### src/rtl/control_sequencer.sv
// control_sequencer: hardwired Moore control unit for the datapath.
// Runs fetch T0-T2, then an opcode-specific execute sequence T3-T7.
// Memory steps wait for mem_ready, guarded by a wait-timeout counter.
// Control strobes decode from state and ir[31:27]; mem_fault/illegal are sticky flags.
//
// Optional feature macro: CTRL_ILLEGAL_TRAP_EN
//   defined   : an undefined opcode in T3 halts the sequencer and sets illegal
//   undefined : an undefined opcode executes as nop; illegal is tied 0
//
// Ports:
//   clk, reset_n                 clock (rising edge), async active-low reset
//   ir[31:0], con_ff, mem_ready  instruction, branch condition, memory completion
//   Gra/Grb/Grc, r_in/r_out/ba_out          register select / encode strobes
//   pc_out/pc_in/inc_pc, mar_in/mdr_in/mdr_out/ir_in, read/write   PC, MAR/MDR/IR, memory
//   y_in/z_in/z_low_out/c_out/con_in, alu_op                       ALU controls
//   running, mem_fault, illegal  status
module control_sequencer #(
  parameter int unsigned MEM_WAIT_MAX = 15,
  parameter int unsigned ALU_OP_W     = 4
) (
  input  logic                clk,
  input  logic                reset_n,
  input  logic [31:0]         ir,
  input  logic                con_ff,
  input  logic                mem_ready,
  output logic                Gra,
  output logic                Grb,
  output logic                Grc,
  output logic                r_in,
  output logic                r_out,
  output logic                ba_out,
  output logic                pc_out,
  output logic                pc_in,
  output logic                inc_pc,
  output logic                mar_in,
  output logic                mdr_in,
  output logic                mdr_out,
  output logic                ir_in,
  output logic                read,
  output logic                write,
  output logic                y_in,
  output logic                z_in,
  output logic                z_low_out,
  output logic                c_out,
  output logic                con_in,
  output logic [ALU_OP_W-1:0] alu_op,
  output logic                running,
  output logic                mem_fault,
  output logic                illegal
);

  localparam int unsigned CNT_W = (MEM_WAIT_MAX > 0) ? $clog2(MEM_WAIT_MAX + 1) : 1;

  localparam logic [4:0] OP_LD   = 5'd0;
  localparam logic [4:0] OP_LDI  = 5'd1;
  localparam logic [4:0] OP_ST   = 5'd2;
  localparam logic [4:0] OP_ADD  = 5'd3;
  localparam logic [4:0] OP_SUB  = 5'd4;
  localparam logic [4:0] OP_AND  = 5'd5;
  localparam logic [4:0] OP_OR   = 5'd6;
  localparam logic [4:0] OP_ADDI = 5'd12;
  localparam logic [4:0] OP_ANDI = 5'd13;
  localparam logic [4:0] OP_ORI  = 5'd14;
  localparam logic [4:0] OP_BR   = 5'd19;
  localparam logic [4:0] OP_HALT = 5'd27;

  localparam logic [ALU_OP_W-1:0] ALU_ADD = ALU_OP_W'(0);
  localparam logic [ALU_OP_W-1:0] ALU_SUB = ALU_OP_W'(1);
  localparam logic [ALU_OP_W-1:0] ALU_AND = ALU_OP_W'(2);
  localparam logic [ALU_OP_W-1:0] ALU_OR  = ALU_OP_W'(3);

  typedef enum logic [3:0] {
    ST_RST, ST_T0, ST_T1, ST_T2, ST_T3, ST_T4, ST_T5, ST_T6, ST_T7, ST_HALT
  } state_t;

  state_t             state_q, state_d;
  logic [CNT_W-1:0]   cnt_q, cnt_d;
  logic               mem_fault_d;
  logic               hold;
  state_t             hold_next;
  logic [ALU_OP_W-1:0] alu_sel;

  logic [4:0] op;
  logic       is_alu, is_imm, is_ldi, is_ld, is_st, is_br, is_halt;
  logic       ir_unused_c;

  assign op          = ir[31:27];
  assign ir_unused_c = ^ir[26:0];

  // Opcode class decode
  assign is_alu  = (op == OP_ADD) || (op == OP_SUB) || (op == OP_AND) || (op == OP_OR);
  assign is_imm  = (op == OP_ADDI) || (op == OP_ANDI) || (op == OP_ORI);
  assign is_ldi  = (op == OP_LDI);
  assign is_ld   = (op == OP_LD);
  assign is_st   = (op == OP_ST);
  assign is_br   = (op == OP_BR);
  assign is_halt = (op == OP_HALT);

`ifdef CTRL_ILLEGAL_TRAP_EN
  logic is_known;
  logic illegal_d;
  assign is_known = is_alu || is_imm || is_ldi || is_ld || is_st || is_br || is_halt ||
                    (op == 5'd26);
`endif

  // ALU operation selected by the opcode (register and immediate forms)
  always_comb begin
    alu_sel = ALU_ADD;
    case (op)
      OP_SUB:          alu_sel = ALU_SUB;
      OP_AND, OP_ANDI: alu_sel = ALU_AND;
      OP_OR,  OP_ORI:  alu_sel = ALU_OR;
      default:         alu_sel = ALU_ADD;
    endcase
  end

  // State, wait counter and sticky flags
  always_ff @(posedge clk or negedge reset_n) begin
    if (!reset_n) begin
      state_q   <= ST_RST;
      cnt_q     <= '0;
      mem_fault <= 1'b0;
    end else begin
      state_q   <= state_d;
      cnt_q     <= cnt_d;
      mem_fault <= mem_fault_d;
    end
  end

`ifdef CTRL_ILLEGAL_TRAP_EN
  always_ff @(posedge clk or negedge reset_n) begin
    if (!reset_n) illegal <= 1'b0;
    else          illegal <= illegal_d;
  end
`else
  assign illegal = 1'b0;
`endif

  // Next-state and Moore output decode
  always_comb begin
    state_d     = state_q;
    cnt_d       = '0;
    mem_fault_d = mem_fault;
`ifdef CTRL_ILLEGAL_TRAP_EN
    illegal_d   = illegal;
`endif
    hold        = 1'b0;
    hold_next   = ST_T0;
    Gra = 1'b0; Grb = 1'b0; Grc = 1'b0;
    r_in = 1'b0; r_out = 1'b0; ba_out = 1'b0;
    pc_out = 1'b0; pc_in = 1'b0; inc_pc = 1'b0;
    mar_in = 1'b0; mdr_in = 1'b0; mdr_out = 1'b0; ir_in = 1'b0;
    read = 1'b0; write = 1'b0;
    y_in = 1'b0; z_in = 1'b0; z_low_out = 1'b0; c_out = 1'b0; con_in = 1'b0;
    alu_op  = ALU_ADD;
    running = (state_q != ST_RST) && (state_q != ST_HALT);

    case (state_q)
      ST_RST: state_d = ST_T0;
      ST_T0: begin
        pc_out = 1'b1; mar_in = 1'b1; inc_pc = 1'b1; z_in = 1'b1;
        state_d = ST_T1;
      end
      ST_T1: begin
        z_low_out = 1'b1; pc_in = 1'b1; read = 1'b1; mdr_in = 1'b1;
        hold = 1'b1; hold_next = ST_T2;
      end
      ST_T2: begin
        mdr_out = 1'b1; ir_in = 1'b1;
        state_d = ST_T3;
      end
      ST_T3: begin
        if (is_alu || is_imm) begin
          Grb = 1'b1; r_out = 1'b1; y_in = 1'b1; ba_out = is_imm;
          state_d = ST_T4;
        end else if (is_ldi || is_ld || is_st) begin
          Grb = 1'b1; ba_out = 1'b1; y_in = 1'b1;
          state_d = ST_T4;
        end else if (is_br) begin
          Gra = 1'b1; r_out = 1'b1; con_in = 1'b1;
          state_d = ST_T4;
        end else if (is_halt) begin
          state_d = ST_HALT;
        end else begin
`ifdef CTRL_ILLEGAL_TRAP_EN
          if (!is_known) begin
            state_d   = ST_HALT;
            illegal_d = 1'b1;
          end else begin
            state_d = ST_T0;
          end
`else
          state_d = ST_T0;
`endif
        end
      end
      ST_T4: begin
        state_d = ST_T5;
        if (is_alu) begin
          Grc = 1'b1; r_out = 1'b1; z_in = 1'b1; alu_op = alu_sel;
        end else if (is_imm) begin
          c_out = 1'b1; z_in = 1'b1; alu_op = alu_sel;
        end else if (is_ldi || is_ld || is_st) begin
          c_out = 1'b1; z_in = 1'b1;
        end else if (is_br) begin
          pc_out = 1'b1; y_in = 1'b1;
        end else begin
          state_d = ST_T0;
        end
      end
      ST_T5: begin
        state_d = ST_T0;
        if (is_alu || is_imm || is_ldi) begin
          z_low_out = 1'b1; Gra = 1'b1; r_in = 1'b1;
        end else if (is_ld || is_st) begin
          z_low_out = 1'b1; mar_in = 1'b1;
          state_d = ST_T6;
        end else if (is_br) begin
          c_out = 1'b1; z_in = 1'b1;
          state_d = ST_T6;
        end
      end
      ST_T6: begin
        state_d = ST_T0;
        if (is_ld) begin
          read = 1'b1; mdr_in = 1'b1;
          hold = 1'b1; hold_next = ST_T7;
        end else if (is_st) begin
          Gra = 1'b1; r_out = 1'b1; mdr_in = 1'b1;
          state_d = ST_T7;
        end else if (is_br) begin
          z_low_out = con_ff; pc_in = con_ff;
        end
      end
      ST_T7: begin
        state_d = ST_T0;
        if (is_ld) begin
          mdr_out = 1'b1; Gra = 1'b1; r_in = 1'b1;
        end else if (is_st) begin
          write = 1'b1;
          hold = 1'b1; hold_next = ST_T0;
        end
      end
      ST_HALT: state_d = ST_HALT;
      default: state_d = ST_RST;
    endcase

    // Memory hold: advance on mem_ready (wins over timeout), else count or fault
    if (hold) begin
      if (mem_ready) begin
        state_d = hold_next;
      end else if ((MEM_WAIT_MAX != 0) && (cnt_q == CNT_W'(MEM_WAIT_MAX))) begin
        state_d     = ST_HALT;
        mem_fault_d = 1'b1;
      end else begin
        state_d = state_q;
        cnt_d   = (cnt_q == '1) ? cnt_q : cnt_q + CNT_W'(1);
      end
    end
  end

endmodule
### config.mk
export PLATFORM = sky130hd
export DESIGN_NAME = control_sequencer
export DESIGN_NICKNAME = d
export VERILOG_FILES = /design/src/rtl/control_sequencer.sv
export SDC_FILE = /design/constraint.sdc
export NUM_CORES = 1
export LEC_CHECK = 0
export ABC_AREA = 1
export CORE_ASPECT_RATIO = 1.1
export CORE_MARGIN = 2
export CORE_UTILIZATION = 36
export CTS_CLUSTER_DIAMETER = 120
export CTS_CLUSTER_SIZE = 8
export DETAILED_ROUTE_END_ITERATION = 6
export PLACE_DENSITY = 0.9
export SLEW_MARGIN = 20
export SYNTH_ARGS = -nofsm -noshare
export SYNTH_HDL_FRONTEND = slang
export SYNTH_SLANG_ARGS = --single-unit
### constraint.sdc
create_clock -name clk -period 1.7 [get_ports clk]
set_input_delay 0.34 -clock clk [delete_from_list [all_inputs] [get_ports clk]]
set_output_delay 0.34 -clock clk [all_outputs]
set_load 0.01 [all_outputs]
# [Yosys cells after proc, flatten, opt, wreduce, memory -nomap -nowiden]
# Index checks and enable logic that the tools add are counted.
[totals] ff_bits=9 in_bits=36 out_inout_bits=27 wordCells=121
[classes] add_sub_neg=1 n_eq_ne=24 muxes=73 n_bitwise=1 n_reduce_logical=19
[ops] op="two-way mux 4 bit" count=16
[ops] op="one-hot mux 4 bit (9 select lines)" count=1
[ops] op="two-way mux 1 bit" count=33
[ops] op="two-way mux 3 bit" count=7
[ops] op="one-hot mux 1 bit (2 select lines)" count=9
[ops] op="equality test 4 x 3 -> 1 bit (second input constant)" count=4
[ops] op="equality test 5 x 3 -> 1 bit (second input constant)" count=3
[ops] op="equality test 5 x 4 -> 1 bit (second input constant)" count=3
[ops] op="equality test 4 bit (second input constant)" count=3
[ops] op="one-hot mux 1 bit (3 select lines)" count=4
[ops] op="equality test 5 x 2 -> 1 bit (second input constant)" count=2
[ops] op="equality test 5 bit (second input constant)" count=2
[ops] op="logical OR 1 bit" count=10
[ops] op="equality test 4 x 2 -> 1 bit (second input constant)" count=2
[ops] op="one-hot mux 4 bit (2 select lines)" count=1
[ops] op="one-hot mux 2 bit (3 select lines)" count=1
[ops] op="OR reduction 2 bit" count=3
[ops] op="equality test 5 x 1 -> 1 bit (second input constant)" count=1
[ops] op="zero test 5 bit" count=1
[ops] op="adder 4 x 1 -> 4 bit (second input constant)" count=1
[ops] op="equality test 4 x 1 -> 1 bit (second input constant)" count=1
[ops] op="zero test 4 bit" count=1
[ops] op="inequality test 4 bit (second input constant)" count=1
[ops] op="one-hot mux 1 bit (4 select lines)" count=1
[ops] op="other kinds (7)" count=7

# [Depth between registers and ports, before layout]
[depth] ltp_word=9 ltp_mapped=10 depth_no_buf=10

# [Worst setup path after synthesis]
# No wires, ideal clock.
[synth_timing] path_kind="register to output" from="register state_q[0]" to="output port alu_op[1]" t_arrival_ns=1.211 t_required_ns=1.360 setup_slack_ns=0.149 stages_incl_launch_ff=7 path_buffers=0 cell_sequence="dfrtp_1 > inv_1 > nor2_1 > inv_1 > nor2_2 > inv_2 > a2111oi_2"
[synth_via] elab_chain_cells=2
[synth_rtl] item="from (decl)" line_no="76" rtl="state_t state_q, state_d;"
[synth_rtl] item="from (signal assigned)" line_no="124" rtl="state_q <= state_d;"
[synth_rtl] item="equality test 4 x 3 -> 1 bit" line_no="158" rtl="case (state_q)"
[synth_rtl] item="two-way mux 4 bit" line_no="158"
[synth_rtl] item="to (decl)" line_no="46" rtl="output logic [ALU_OP_W-1:0] alu_op,"
# Every way passes these cells.

# [Final worst setup path]
[layout_timing] from="register state_q[3]" to="output port mar_in"
[layout_via] elab_chain_cells=2 word_cells_on_any_way=3 classes_between="eq/ne (2); mux (1)"
[layout_rtl] item="equality test 4 x 3 -> 1 bit / equality test 4 x 1 -> 1 bit (equally long branches)" line_no="158"
[layout_rtl] item="one-hot mux 1 bit (2 select lines) (*)" line_no="158"
[layout_rtl] item="to (decl)" line_no="35" rtl="output logic mar_in,"
# Every way passes the cells marked *; elsewhere a longest branch is shown, timed or not.

==> summary.md <==
| Metric | Value |
|---|---|
| First-pass GRT wire length | 6940 µm |
| Register area | between 200 and 250 µm² |
| Worst R2R Setup Slack | -0.05 ns |
| Num rows | 19 |
| Area post-placement | around 1700 µm² |
| Slew Viols, Final | 0 |
| Crit path kind | reg2out |
| F_max | about 520 MHz |
| DP HPWL | 2520 µm |
| Most frequent cells in the layout | buf_4 (47), inv_1 (18), buf_2 (18) |
| Post-Syn Area per Cell | 6.10 µm² |
| Critical R2R Launch | state_q[1]$_DFFE_PN0P_ |
| Most common cell after layout, fill and taps aside | buf_4 |
| GRT Util Overall | 29.7% |
| Vias per std cell | 5.50 |
| Comb pwr share | 79.7% |
| Failing checks | setup timing |
| Grt ovf | 0 |
| Switching part of the total | 47.1% |
| Internal | 1.37 mW |
| Power per cell area | 1310 nW/µm² |
| Mapped Cells | 162 |
| RSZ-0062 raised after global routing | true |
| Antenna Violating Nets Remaining | 0 |
| Layout area overhead | 99.5% |
| Status | finished, violations left |
| WL/cell | 16.9 µm |
| Worst-path clk slew | around 0.070 ns |
| Final Non-Filler Cells | 284 |
| Min Tclk post-route | between 1.5 and 2 ns |
| Area of the multi-input gates | 837 µm² |
| Layout cell share with drive strength beyond 1 | 61.7% |
| Worst skew pair latency | 0.27 ns |
| Final period utilization | 113% |
| Final #Nets | 291 |
| Max VDD drop | 0.00111 V |
| Setup WS post-layout | -0.220 ns |
| CP startpoint kind | flip-flop |
| Die X | between 50 and 60 µm |
| Required @ worst endpoint | 1.36 ns |
| Design Power | 2.59 mW |
| Fill cells | 157 |
| CP Cell Sequence | inv_2 -> buf_4 -> nand2_4 -> nor2_4 -> buf_4 -> inv_1 -> nand2_1 -> clkdlybuf4s15_2 |
| Final design utilization | 77.5% |
| CP max stage delay | 0.42 ns |
| CP most frequent cell | buf_4 |
| WHS | 0.388 ns |
| # clock sinks | 9 |
| Crit-path slowest cell | dfrtp_1 |
| Ports | 63 |
| Syn Std Cell Area | 988 µm² |
| Final hold vios | 0 |
| RePlAce Congestion | between 0.8 and 0.9 |
| Initial Util | 38.9% |
| Largest net degree at the start of global routing | 10 |
| Placed cells | 267 |
| Ant diodes | 0 |
| Core Region | 2540 µm² |
| Port Buffers | 32 |
| Synth cell types | 29 |
| H-tree depth | 1 |
| Clock Skew | 0.00865 ns |
| Hold/Removal Path Class | in2async |
| Initial antenna violation count | 0 |
| Clock power share | under 10% |
| Drt pass-1 iters | 4 |
| Drt total wl | between 4000 and 5000 µm |
| Net Switching | 1.22 mW |
| Height of the die | 59.0 µm |
| CTS Buf Count | 3 |
| Worst Path Arrival | 1.58 ns |
| Full die area | approximately 3200 µm² |
| Vias in the first global route | 1529 |
| Deepest clock path buffer count | 2 |
| Clk root buf | clkbuf_4 |
| Sequential share of power | between 10 and 15% |
| Via count | 1561 |
| YS warnings | 0 |
| Sequential area share after synthesis | 22.8% |
| Post-route cell area | 1970 µm² |
| Reg-to-Reg End | cnt_q[0]$_DFF_PN0_ |
| Drt initial violations | 76 |
| CTS tree | yes |
| Worst setup EP type | output port |
| R2R cell count | 11 |
| Crit-path max FO | 4 |
| Count of final setup violators | 26 |
| Register bit total from synthesis | 9 |
| DRC | 0 |
| Leak | 1.12 nW |
| Max cap viols | 0 |
cell families (layout without fill, tap and decap cells):
| group | count (synthesis) | after routing | share of synthesized area [%] |
|---|---|---|---|
| xor+xnor | 1 | 1 | 0.886 |
| simple gates | 95 | 95 | 48.7 |
| other cells | 1 | 3 | 0.379 |
| compound gates | 17 | 17 | 10.3 |
| fa+ha+maj | 1 | 1 | 1.27 |
| buf+inv | 38 | 127 | 15.7 |
| flops | 9 | 9 | 22.8 |
how the worst max path moves through the flow:
| stage | slack [ns] | cells past startpoint | end | start |
|---|---|---|---|---|
| 2_1_floorplan | 0.15 | 6 | alu_op[1] | state_q[0]$_DFFE_PN0P_ |
| 3_3_place_gp | -0.86 | 10 | Gra | ir[28] |
| 3_5_place_dp | -0.96 | 10 | Gra | ir[28] |
| 4_1_cts | -0.17 | 8 | con_in | state_q[0]$_DFFE_PN0P_ |
| 5_1_grt | -0.28 | 11 | r_out | ir[29] |
| 6_report | -0.22 | 8 | mar_in | state_q[3]$_DFFE_PN0P_ |
flip-flops by register name (all words and copies together), names as in the netlist:
| name | flops |
|---|---|
| cnt_q | 4 |
| state_q | 4 |
| mem_fault | 1 |
per-layer routing:
| layer | track usage, % | share of wire, % |
|---|---|---|
| met4 | 14.7 | 5.1 |
| met5 | 0 | 0 |
| met2 | 47.7 | 47 |
| met1 | 37.0 | 41 |
| met3 | 6.09 | 6.9 |
cell usage after synthesis:
cell type  count  area [µm²]
a2111oi_2      1        15.0
a21oi_1        5        25.0
a31oi_1        1        6.26
and2_1         1        6.26
and3_1         1        6.26
buf_4          3        22.5
clkinv_2       1        5.00
conb_1         1        3.75
dfrtp_1        9         225
ha_1           1        12.5
inv_1         29         109
inv_2          5        18.8
nand2_1       28         105
nand2_2        2        12.5
nand2_4        3        33.8
nand3_1       18        90.1
nand3_4        1        17.5
nand4_1        6        37.5
nor2_1        22        82.6
nor2_2         2        12.5
nor2_4         3        33.8
nor3_1         5        25.0
o21a_1         1        7.51
o21ai_0        7        35.0
o21ai_1        1        5.00
o21bai_1       1        7.51
or2_1          2        12.5
or2_2          1        6.26
xor2_1         1        8.76
worst max-delay path, delay by kind of cell (launching register included):
kind	cells	cell delay, ns
and+or+nand+nor	3	0.24
buffers and inverters	5	0.65
DFF	1	0.42
final cells by class:
cell class                 count  area share (%)
multi-input combinational    117            42.4
timing repair buffer          88            35.3
sequential                     9            11.5
inverter                      35            7.36
tap                           31            1.97
clock buffer                   4            1.33
power by group through the flow:
stage | combinational, mW | clock, mW | sequential (mW)
2_1_floorplan | 0.616 | 0 | 0.325
3_3_place_gp | 1.42 | 0 | 0.320
3_5_place_dp | 1.45 | 0 | 0.324
4_1_cts | 1.71 | 0.167 | 0.340
5_1_grt | 2.16 | 0.189 | 0.359
6_report | 2.06 | 0.171 | 0.354
metrics by stage:
stage | setup TNS (ns) | setup WS, ns
floorplan | 0 | 0.149
global placement | -18.35 | -0.857
detailed placement | -19.81 | -0.959
CTS | -1.34 | -0.166
global route | -4.50 | -0.285
finish | -2.99 | -0.220
timing repair:
item | 4_1_cts | 5_1_grt
setup endpoints to repair | 32 | 27
hold buffers | 0 | 0
buffers inserted | 12 | 4
gates resized for setup | 176 | 27
pin swaps | 22 | 11
Power figures use the tool's default switching activity.
